`src/rtl/router_fifo.sv`:
```
// Per-destination packet buffer between router_reg and a router output port.
// Stores header-tagged bytes and clears data_out once a packet's parity byte is read.
module router_fifo #(
  parameter int unsigned DEPTH = 16,
  parameter int unsigned WIDTH = 8,
  parameter int unsigned AW    = 4
) (
  input  logic             clock,
  input  logic             resetn,
  input  logic             soft_reset,
  input  logic             write_enb,
  input  logic             read_enb,
  input  logic             lfd_state,
  input  logic [WIDTH-1:0] data_in,
  output logic [WIDTH-1:0] data_out,
  output logic             full,
  output logic             empty
);

  localparam int unsigned PCW = WIDTH - 2;

  logic [WIDTH:0]   r_mem [DEPTH];
  logic [AW:0]      r_wr_ptr;
  logic [AW:0]      r_rd_ptr;
  logic [PCW-1:0]   r_pkt_cnt;
  logic             r_lfd_d;
  logic [WIDTH-1:0] r_data_out;

  logic             w_wr_ok;
  logic             w_rd_ok;
  logic [WIDTH:0]   w_rd_word;

  assign empty     = (r_wr_ptr == r_rd_ptr);
  assign full      = (r_wr_ptr[AW] != r_rd_ptr[AW]) &&
                     (r_wr_ptr[AW-1:0] == r_rd_ptr[AW-1:0]);
  assign w_wr_ok   = write_enb && !full  && !soft_reset;
  assign w_rd_ok   = read_enb  && !empty && !soft_reset;
  assign w_rd_word = r_mem[r_rd_ptr[AW-1:0]];
  assign data_out  = r_data_out;

  // router_reg's dout trails lfd_state by one cycle, so the tag is delayed to match.
  always_ff @(posedge clock or negedge resetn) begin
    if (!resetn) r_lfd_d <= 1'b0;
    else         r_lfd_d <= lfd_state;
  end

  always_ff @(posedge clock) begin
    if (w_wr_ok) r_mem[r_wr_ptr[AW-1:0]] <= {r_lfd_d, data_in};
  end

  always_ff @(posedge clock or negedge resetn) begin
    if (!resetn) begin
      r_wr_ptr <= '0;
      r_rd_ptr <= '0;
    end else if (soft_reset) begin
      r_wr_ptr <= '0;
      r_rd_ptr <= '0;
    end else begin
      if (w_wr_ok) r_wr_ptr <= r_wr_ptr + (AW+1)'(1);
      if (w_rd_ok) r_rd_ptr <= r_rd_ptr + (AW+1)'(1);
    end
  end

  // Header loads payload length + 1 so the count reaches zero on the parity read.
  always_ff @(posedge clock or negedge resetn) begin
    if (!resetn) begin
      r_pkt_cnt  <= '0;
      r_data_out <= '0;
    end else if (soft_reset) begin
      r_pkt_cnt  <= '0;
      r_data_out <= '0;
    end else if (w_rd_ok) begin
      r_data_out <= w_rd_word[WIDTH-1:0];
      if (w_rd_word[WIDTH])
        r_pkt_cnt <= w_rd_word[WIDTH-1:2] + PCW'(1);
      else if (r_pkt_cnt != '0)
        r_pkt_cnt <= r_pkt_cnt - PCW'(1);
    end else if (r_pkt_cnt == '0) begin
      r_data_out <= '0;
    end
  end

endmodule
```
`config.mk`:
```
export PLATFORM = sky130hd
export DESIGN_NAME = router_fifo
export DESIGN_NICKNAME = d
export VERILOG_FILES = /design/src/rtl/router_fifo.sv
export SDC_FILE = /design/constraint.sdc
export NUM_CORES = 1
export LEC_CHECK = 0
export CAP_MARGIN = 20
export CORE_ASPECT_RATIO = 0.5
export CORE_UTILIZATION = 40
export CTS_CLUSTER_DIAMETER = 120
export CTS_CLUSTER_SIZE = 20
export DETAILED_ROUTE_END_ITERATION = 16
export PLACE_DENSITY = 0.55
export SLEW_MARGIN = 20
export SYNTH_ARGS = -nofsm -noshare
export SYNTH_HDL_FRONTEND = slang
export SYNTH_SLANG_ARGS = --single-unit
```
`constraint.sdc`:
```
create_clock -name clock -period 3.67 [get_ports clock]
set_input_delay 0.734 -clock clock [delete_from_list [all_inputs] [get_ports clock]]
set_output_delay 0.734 -clock clock [all_outputs]
set_load 0.01 [all_outputs]
```
==> flow_summary.toml, run 1 <==
[clock_tree]
cts_buffer_depth = 2
cts_sinks = 169
cts_root_buf = "clkbuf_16"
numCtsBuffers = 17
postCtsResizedCells = 0
cts_hold_buf = 0
clkTransAtPathRegs_ns = 0.07
post_cts_buffers = 0
htree_levels = 4
clk_latency_ns = 0.43
cts_tree = "done"

[floorplanning]
rows = 33
core_area_sq_um = 16800
dieWidth_um = 190.0
initial_utilization_pct = 42.07
die-area_sq_um = 18240
ios = 24
die_h_um = 96.01

[finish]
layout-drive-gt1-share_pct = 23.11
layout_commonest_cell = "edfxtp_1"
fin_util_pct = 49.10
area_growth_pct = 16.71
final_cell_mix = "144 x edfxtp_1, 40 x mux4_2, 30 x nor2_1"
nets = 472
finish.instance_area_sq_um = 8250

[job]
drv_cap = 0

[synthesis]
synth-xor-area-share_pct = 2.354
synth.distinct_cells = 48
yosysTopAreaCell = "edfxtp_1"
syn-num-nets = 427
synth-compound-area-share_pct = 4.407
synth-async-reset-ratio_pct = 14.79
synth_area_per_cell_sq_um = 17.46
synth_top_family_by_area = "multiplexers"
synth_seq_cells = 169
synth_cells = 405
yosysWarnings = 0
synth_edf_count = 144
synth-simple-area-share_pct = 6.425
syn_area_sq_um = 7069
synthTopCellsByArea = "edfxtp_1 61%, mux4_2 13%, dfrtp_1 8.8%, nor2_1 1.6%, ha_1 1.4%"
synthMuxAreaShare_pct = 13.54
yosysSeqAreaShare_pct = 70.02
ys.flop_type = "edfxtp_1"
synth.top_cell.area_share_pct = 61.17
synth_fa_ha_area_share_pct = 1.416

[pwr]
p_per_area_nw_per_um2 = 565.7
intPower_mw = 3.380
ir_worst_vdd_v = 0.0003482
seq_power_share_pct = 47.0
switchingPower_mw = 1.287
netSwitchingFraction_pct = 27.58
clkPwrFrac_pct = 36.4
total_power_mw = 4.667
comb_power_share_pct = 16.5
leakagePower_nw = 2.718

[sta]
fmax_ghz = 0.3325
clock_skew_ns = 0.01403
hold_viol = 0
fin_ws_ns = 0.6624
setup_viol = 0
period_minus_slack_ns = 3.008
slew_headroom_pct = 52.60
setup_tns_ns = 0
worst_pin_slew_ns = 0.7110
finalCritPeriodShare_pct = 81.95
slew_viol_final = 0
grt_setup_unrepaired = "no"

[setup_path]
rr_startpoint = "r_rd_ptr[0]$_DFFE_PN0P_"
start_kind = "register"
worst_ep_required_time_ns = 2.94
crit_fanout = 9
crit_path_end_kind = "primary output"
arrival_ns = 2.27
rrSetupSlack_ns = 0.70
worstSetupPathType = "register to primary output"
r2r-end = "r_pkt_cnt[1]$_DFFE_PN0P_"
ff2ff_path_depth = 8

[hold_path]
min_to = "data_out[7]$_DFFE_PN0P_"
min_from = "data_out[7]$_DFFE_PN0P_"
min_path_cells = 2
hold_class = "register to register"

[outcome]
outcome = "finished clean"

[grt]
grt_pass1_vias = 3896
grt_max_degree = 34
grt_remaining_overflow = 0
grt_antenna_before_repair = 1
grt_util_all_layers_pct = 19.63
grt_pass1_wl_um = 24660

[routing]
vias = 3883
drcViolationCount = 0
drtIter0Drc = 364
wl_um = 16590
wire_per_inst_um = 24.01
dr.pass1.iters = 4
via_per_inst = 5.619
ant_nets = 0

[placement]
place_area_sq_um = 7685
pre_cts_ws_ns = 0.7082
place_congestion = 0.8638
dp_hpwl_um = 10380
io_buffers = 23
## worst max-delay path by stage
| stage | from | end | slack, ns | cells after the start |
|---|---|---|---|---|
| 5_1_grt | r_rd_ptr[0]$_DFFE_PN0P_ | r_pkt_cnt[1]$_DFFE_PN0P_ | 0.56 | 8 |
| 3_5_place_dp | r_rd_ptr[0]$_DFFE_PN0P_ | r_pkt_cnt[1]$_DFFE_PN0P_ | 0.71 | 8 |
| 6_report | r_rd_ptr[1]$_DFFE_PN0P_ | full | 0.66 | 4 |
| 4_1_cts | r_rd_ptr[1]$_DFFE_PN0P_ | full | 0.64 | 4 |
| 2_1_floorplan | r_rd_ptr[0]$_DFFE_PN0P_ | r_mem[11][0]$_DFFE_PP_ | 1.02 | 8 |
| 3_3_place_gp | r_rd_ptr[0]$_DFFE_PN0P_ | r_pkt_cnt[1]$_DFFE_PN0P_ | 0.75 | 8 |
## worst max-delay path: stages, from the launching register on
cell and delay (ns):
dfrtp_1 0.72, xnor2_1 0.20, nand4_2 0.23, nor2_1 0.15
clkdlybuf4s50_1 0.55
## cell usage after synthesis, types with 3 or more instances
cell type	number
o22ai_1	3
xor2_1	8
a21oi_1	12
nor2_1	30
mux2i_1	3
dfrtp_1	25
buf_2	5
a22oi_1	8
nor2b_1	3
nor4_1	4
inv_1	7
edfxtp_1	144
nand3_1	15
xnor2_1	11
nor3_1	5
nand2b_1	4
clkbuf_1	8
ha_1	8
mux4_2	40
buf_1	3
nand2_1	25
## metal layers
metal / wire length [um] / vias to the layer above / GRT usage [%]
met2: 7644 / 156 / 31.14
met3: 1029 / 22 / 4.448
met4: 293 / 0 / 7.796
met5: 0 / - / 0
li1: - / 1688 / -
met1: 7623 / 2017 / 26.56
## cells by family (layout without fill, tap and decap cells)
family,after synthesis,in the layout
xor gates and xnor gates,19,19
buffers and inverters,27,85
muxes,45,45
other,0,1
and+or+nand+nor,96,96
adders and majority gates,8,8
DFF,169,169
AOI/OAI and AO/OA,41,41
## flip-flops by register name (all words and copies together) (netlist names)
signal     flops
r_lfd_d        1
r_rd_ptr       5
r_pkt_cnt      6
r_wr_ptr       5
r_mem        144
data_out       8
## area by class of cell
class	instances	area (sq um)
Clock inverter	15	137.6
Fill cell	1400	8554
Sequential cell	169	4951
Timing Repair Buffer	46	415.4
Clock buffer	17	425.4
Antenna cell	1	2.502
Multi-Input combinational cell	209	2008
Inverter	7	26.28
Tap cell	227	284.0
## per-stage QoR
| stage | hold slack (ns) | std cells |
|---|---|---|
| after global placement | 0.5267 | 658 |
| after detailed placement | 0.5334 | 658 |
| after global routing | 0.5858 | 690 |
| after floorplan | 0.4384 | 405 |
| final | 0.5382 | 691 |
| after CTS | 0.5424 | 690 |
## power by group through the flow
stage / Clock [mW] / Combinational (mW) / Sequential, mW
after floorplan: 0 / 0.571 / 2.21
after CTS: 1.73 / 0.773 / 2.19
after global routing: 1.80 / 0.836 / 2.20
after global placement: 0 / 0.757 / 2.23
final: 1.70 / 0.772 / 2.19
after detailed placement: 0 / 0.770 / 2.24
(Power assumes the default switching activity.)
==> run 2: changes to the inputs <==
--- a/config.mk
+++ b/config.mk
@@ -11,7 +11,7 @@
 export CTS_CLUSTER_DIAMETER = 120
 export CTS_CLUSTER_SIZE = 20
 export DETAILED_ROUTE_END_ITERATION = 16
-export PLACE_DENSITY = 0.55
+export PLACE_DENSITY = 0.57
 export SLEW_MARGIN = 20
 export SYNTH_ARGS = -nofsm -noshare
 export SYNTH_HDL_FRONTEND = slang
==> constraint.sdc (replaced) <==
create_clock -name clock -period 2.41 [get_ports clock]
set_input_delay 0.482 -clock clock [delete_from_list [all_inputs] [get_ports clock]]
set_output_delay 0.482 -clock clock [all_outputs]
set_load 0.01 [all_outputs]
==> flow_summary.toml, run 2 (synthesis gave the netlist of run 1 again) <==
[outcome]
outcome = "finished clean"

[finish]
fillers = 1354
nets = 495
diodes = 0
multi_input_area_sq_um = 2052
layout-drive-gt1-share_pct = 28.60
layout_commonest_cell = "edfxtp_1"
largest_reg_flops = 144
stdcell_count = 713
area_growth_pct = 21.50
seqCellArea_sq_um = 4952
final_cell_mix = "144 x edfxtp_1, 40 x mux4_2, 36 x buf_4"

[setup_path]
crit_fanout = 3
rrSetupSlack_ns = 0.04
arrival_ns = 2.68
path_cells = "buf_6, mux4_2, mux2_4, a22o_4, ha_4, mux2_4, a22oi_2, nor2_1"
path_delay_family = "multiplexers"
start_kind = "register"
cp_slowest_cell = "mux4_2"
crit_path_end_kind = "register"
cpPeakStageDelay_ns = 0.48
ff2ff_path_depth = 8
worst-path-buf-inv = 1
r2r-end = "r_pkt_cnt[1]$_DFFE_PN0P_"
rr_startpoint = "r_rd_ptr[0]$_DFFE_PN0P_"
crit_top_cell = "mux2_4"
worstSetupPathType = "register to register"
worst_ep_required_time_ns = 2.72

[sta]
fmax_ghz = 0.4222
fin_hold_ws_ns = 0.4265
clock_skew_ns = 0.01090
hold_viol = 0
finalCritPeriodShare_pct = 98.27
worst_pin_slew_ns = 0.5195
slew_viol_final = 0
setup_viol = 0
period_minus_slack_ns = 2.368
grt_setup_unrepaired = "yes"
slew_headroom_pct = 65.26

[floorplanning]
ios = 24
rows = 33
core_area_sq_um = 16800
dieWidth_um = 190.0
die_h_um = 96.01
initial_utilization_pct = 42.07
die-area_sq_um = 18240

[routing]
ant_nets = 0
wl_um = 16300
drtIter0Drc = 323
vias = 3849
wire_per_inst_um = 22.86
dr.pass1.iters = 4
via_per_inst = 5.398
drcViolationCount = 0

[pwr]
intPower_mw = 5.306
netSwitchingFraction_pct = 27.87
p_per_area_nw_per_um2 = 856.4
clkPwrFrac_pct = 36.8
leakagePower_nw = 2.882
switchingPower_mw = 2.050
ir_worst_vdd_v = 0.0004932
seq_power_share_pct = 44.9
comb_power_share_pct = 18.3
total_power_mw = 7.356

[clock_tree]
cts_sinks = 169
htree_levels = 4
cts_buffer_depth = 2
cts_hold_buf = 0
cts_root_buf = "clkbuf_16"
clk_latency_ns = 0.43
clkTransAtPathRegs_ns = 0.07
cts_tree = "done"
numCtsBuffers = 17

[hold_path]
hold_class = "input pin to asynchronous set/reset pin"

[placement]
place_congestion = 0.8535
io_buffers = 23
dp.cells = 679
dp_hpwl_um = 10110

[grt]
grt_util_all_layers_pct = 19.35
grt_pass1_vias = 3780
grt_max_degree = 26
grt_antenna_before_repair = 0
grt_pass1_wl_um = 24230
grt_remaining_overflow = 0

[job]
drv_cap = 0
-- run 2: routing by layer --
layer  wire, um  part of all wire, %  GRT usage [%]
met1       7888                   48          27.07
met4        214                  1.3          5.780
met3        712                  4.4          4.666
met5          0                    0              0
met2       7485                   46          30.17
-- run 2: timing repair --
| item | 4_1_cts | 5_1_grt |
|---|---|---|
| hold endpoints to repair | 0 | 0 |
| setup endpoints to repair | 3 | 4 |
| pin swaps | 0 | 3 |
| gates resized for setup | 7 | 7 |
| setup buffers | 2 | 0 |
-- run 2: metrics by stage --
stage	setup TNS, ns	area [sq um]	setup slack, ns	util [%]
after floorplan	-1.851	7094	-0.1028	-
after global placement	0	7941	0.03686	47.26
after detailed placement	0	7941	0.006872	47.26
after CTS	0	8581	0.009086	51.06
after global routing	-0.03897	8589	-0.02226	51.11
final	0	8589	0.04167	51.11
-- run 2: worst max-delay path by stage --
| stage | from | endpoint | slack (ns) | depth (start not counted) |
|---|---|---|---|---|
| 2_1_floorplan | r_rd_ptr[0]$_DFFE_PN0P_ | r_mem[1][0]$_DFFE_PP_ | -0.10 | 6 |
| 3_3_place_gp | r_rd_ptr[0]$_DFFE_PN0P_ | r_pkt_cnt[1]$_DFFE_PN0P_ | 0.04 | 7 |
| 3_5_place_dp | r_rd_ptr[0]$_DFFE_PN0P_ | r_pkt_cnt[1]$_DFFE_PN0P_ | 0.007 | 7 |
| 4_1_cts | r_rd_ptr[0]$_DFFE_PN0P_ | r_pkt_cnt[1]$_DFFE_PN0P_ | 0.009 | 8 |
| 5_1_grt | r_rd_ptr[0]$_DFFE_PN0P_ | r_pkt_cnt[4]$_DFFE_PN0P_ | -0.02 | 7 |
| 6_report | r_rd_ptr[0]$_DFFE_PN0P_ | r_pkt_cnt[1]$_DFFE_PN0P_ | 0.04 | 8 |
-- run 2: power groups by stage --
stage	Sequential (mW)	Combinational, mW	Clock [mW]
floorplan	3.36	0.879	0
detailed placement	3.37	1.29	0
global placement	3.37	1.29	0
finish	3.30	1.35	2.70
CTS	3.30	1.34	2.74
global route	3.31	1.46	2.86
-- run 2: area by class of cell --
class / instances / area share, %
Sequential cell: 169 / 57.65
Multi-Input combinational cell: 209 / 23.89
Timing Repair Buffer: 69 / 7.924
Clock buffer: 17 / 4.953
Tap cell: 227 / 3.307
Clock inverter: 15 / 1.966
Inverter: 7 / 0.3059
==> run 3: changes to the inputs <==
--- a/config.mk
+++ b/config.mk
@@ -7,11 +7,11 @@
 export LEC_CHECK = 0
 export CAP_MARGIN = 20
 export CORE_ASPECT_RATIO = 0.5
-export CORE_UTILIZATION = 40
+export CORE_UTILIZATION = 55
 export CTS_CLUSTER_DIAMETER = 120
 export CTS_CLUSTER_SIZE = 20
 export DETAILED_ROUTE_END_ITERATION = 16
-export PLACE_DENSITY = 0.57
+export PLACE_DENSITY = 0.75
 export SLEW_MARGIN = 20
 export SYNTH_ARGS = -nofsm -noshare
 export SYNTH_HDL_FRONTEND = slang
==> constraint.sdc (replaced) <==
create_clock -name clock -period 2.41 [get_ports clock]
set_input_delay 0.482 -clock clock [delete_from_list [all_inputs] [get_ports clock]]
set_output_delay 0.482 -clock clock [all_outputs]
set_load 0.02 [all_outputs]
==> flow_summary.toml, run 3 (synthesis gave the netlist of run 1 again) <==
[sta]
setup_viol = 0
grt_setup_unrepaired = "yes"
clock_skew_ns = 0.01353
hold_viol = 0
slew_viol_final = 0
slew_headroom_pct = 60.87
setup_tns_ns = 0
fin_hold_ws_ns = 0.4251
worst_pin_slew_ns = 0.5850
fmax_ghz = 0.4184
period_minus_slack_ns = 2.390
finalCritPeriodShare_pct = 99.16

[setup_path]
cp.depth = 9
crit_path_end_kind = "register"
path_cells = "buf_6, buf_4, mux4_2, a2bb2oi_2, a22o_4, ha_4, mux2_4, a22oi_2, nor2_1"
cp_slowest_cell = "dfrtp_2"
arrival_ns = 2.69
ff2ff_path_depth = 9
worst_ep_required_time_ns = 2.71
start_kind = "register"
crit_fanout = 7
cpPeakStageDelay_ns = 0.50
worstSetupPathType = "register to register"
path_delay_family = "multiplexers"
worst-path-buf-inv = 2

[pwr]
p_per_area_nw_per_um2 = 877.5
clkPwrFrac_pct = 36.9
switchingPower_mw = 2.029
leakagePower_nw = 2.938
netSwitchingFraction_pct = 26.84
intPower_mw = 5.529
ir_worst_vdd_v = 0.0004485
comb_power_share_pct = 19.2
seq_power_share_pct = 43.9
total_power_mw = 7.557

[floorplanning]
ios = 24
die_h_um = 82.17
rows = 28
core_area_sq_um = 12160
die-area_sq_um = 13340
dieWidth_um = 162.3
initial_utilization_pct = 58.15

[clock_tree]
numCtsBuffers = 17
clk_latency_ns = 0.42
htree_levels = 4
clkTransAtPathRegs_ns = 0.07
cts_buffer_depth = 2
cts_root_buf = "clkbuf_16"
cts_tree = "done"
cts_sinks = 169

[routing]
drtIter0Drc = 514
drcViolationCount = 0
wl_um = 16580
ant_nets = 0
dr.pass1.iters = 7
via_per_inst = 6.249
wire_per_inst_um = 25.01
vias = 4143

[placement]
place_congestion = 0.8873
place_area_sq_um = 7850
dp_hpwl_um = 9958
io_buffers = 23

[grt]
grt_util_all_layers_pct = 27.30
grt_antenna_before_repair = 0
grt_max_degree = 26
grt_pass1_vias = 4093
grt_remaining_overflow = 0
grt_pass1_wl_um = 25030

[job]
drv_cap = 0

[outcome]
outcome = "finished clean"

[finish]
nets = 507
largest_reg_flops = 144
fin_util_pct = 70.84
layout_commonest_cell = "edfxtp_1"
diodes = 0
finish.instance_area_sq_um = 8612
area_growth_pct = 21.82
layout-drive-gt1-share_pct = 31.93
final_cell_mix = "144 x edfxtp_1, 52 x buf_4, 40 x mux4_2"

[hold_path]
hold_class = "input pin to asynchronous set/reset pin"
## run 3: timing repair
item / CTS / global route
hold buffers: 0 / 0
setup endpoints to repair: 6 / 22
gates resized for setup: 12 / 14
pin swaps: 1 / 6
buffers inserted: 6 / 3
## run 3: final timing paths
kind                                          from                        to  slack (ns)
setup / recovery           r_rd_ptr[0]$_DFFE_PN0P_  r_pkt_cnt[1]$_DFFE_PN0P_        0.02
hold / removal                              resetn   r_wr_ptr[4]$_DFFE_PN0P_        0.43
setup reg to reg           r_rd_ptr[0]$_DFFE_PN0P_  r_pkt_cnt[1]$_DFFE_PN0P_        0.02
hold reg to reg            data_out[5]$_DFFE_PN0P_   data_out[5]$_DFFE_PN0P_        0.54
max in group asynchronous                   resetn   r_rd_ptr[0]$_DFFE_PN0P_        1.71
min in group clock                       lfd_state         r_lfd_d$_DFF_PN0_        0.50
## run 3: final cells by class
cell class | instances | area [sq um]
well taps | 165 | 206.4
multi-input cells | 209 | 2102
inverters | 7 | 26.28
clock inverters | 15 | 186.4
fillers | 717 | 3545
flip-flops and latches | 169 | 4952
repair buffers | 81 | 713.2
clock buffers | 17 | 425.4
## run 3: per-layer routing
metal | up-vias | global-route usage, % | part of all wire (%)
li1 | 1756 | - | -
met1 | 2128 | 36.30 | 40
met2 | 227 | 44.83 | 49
met5 | - | 0 | 0
met3 | 32 | 6.593 | 9.3
met4 | 0 | 10.19 | 2.2
## run 3: through the flow
| stage | setup slack, ns | std cells |
|---|---|---|
| after floorplan | -0.1028 | 405 |
| after global placement | -0.04744 | 622 |
| after detailed placement | -0.08331 | 622 |
| after CTS | -0.03393 | 660 |
| after global routing | -0.04014 | 663 |
| final | 0.02019 | 663 |
## run 3: power groups by stage
| stage | logic [mW] | clock network, mW | registers, mW |
|---|---|---|---|
| 5_1_grt | 1.55 | 2.94 | 3.33 |
| 2_1_floorplan | 0.885 | 0 | 3.38 |
| 3_5_place_dp | 1.32 | 0 | 3.38 |
| 4_1_cts | 1.40 | 2.80 | 3.32 |
| 3_3_place_gp | 1.28 | 0 | 3.37 |
| 6_report | 1.45 | 2.79 | 3.32 |
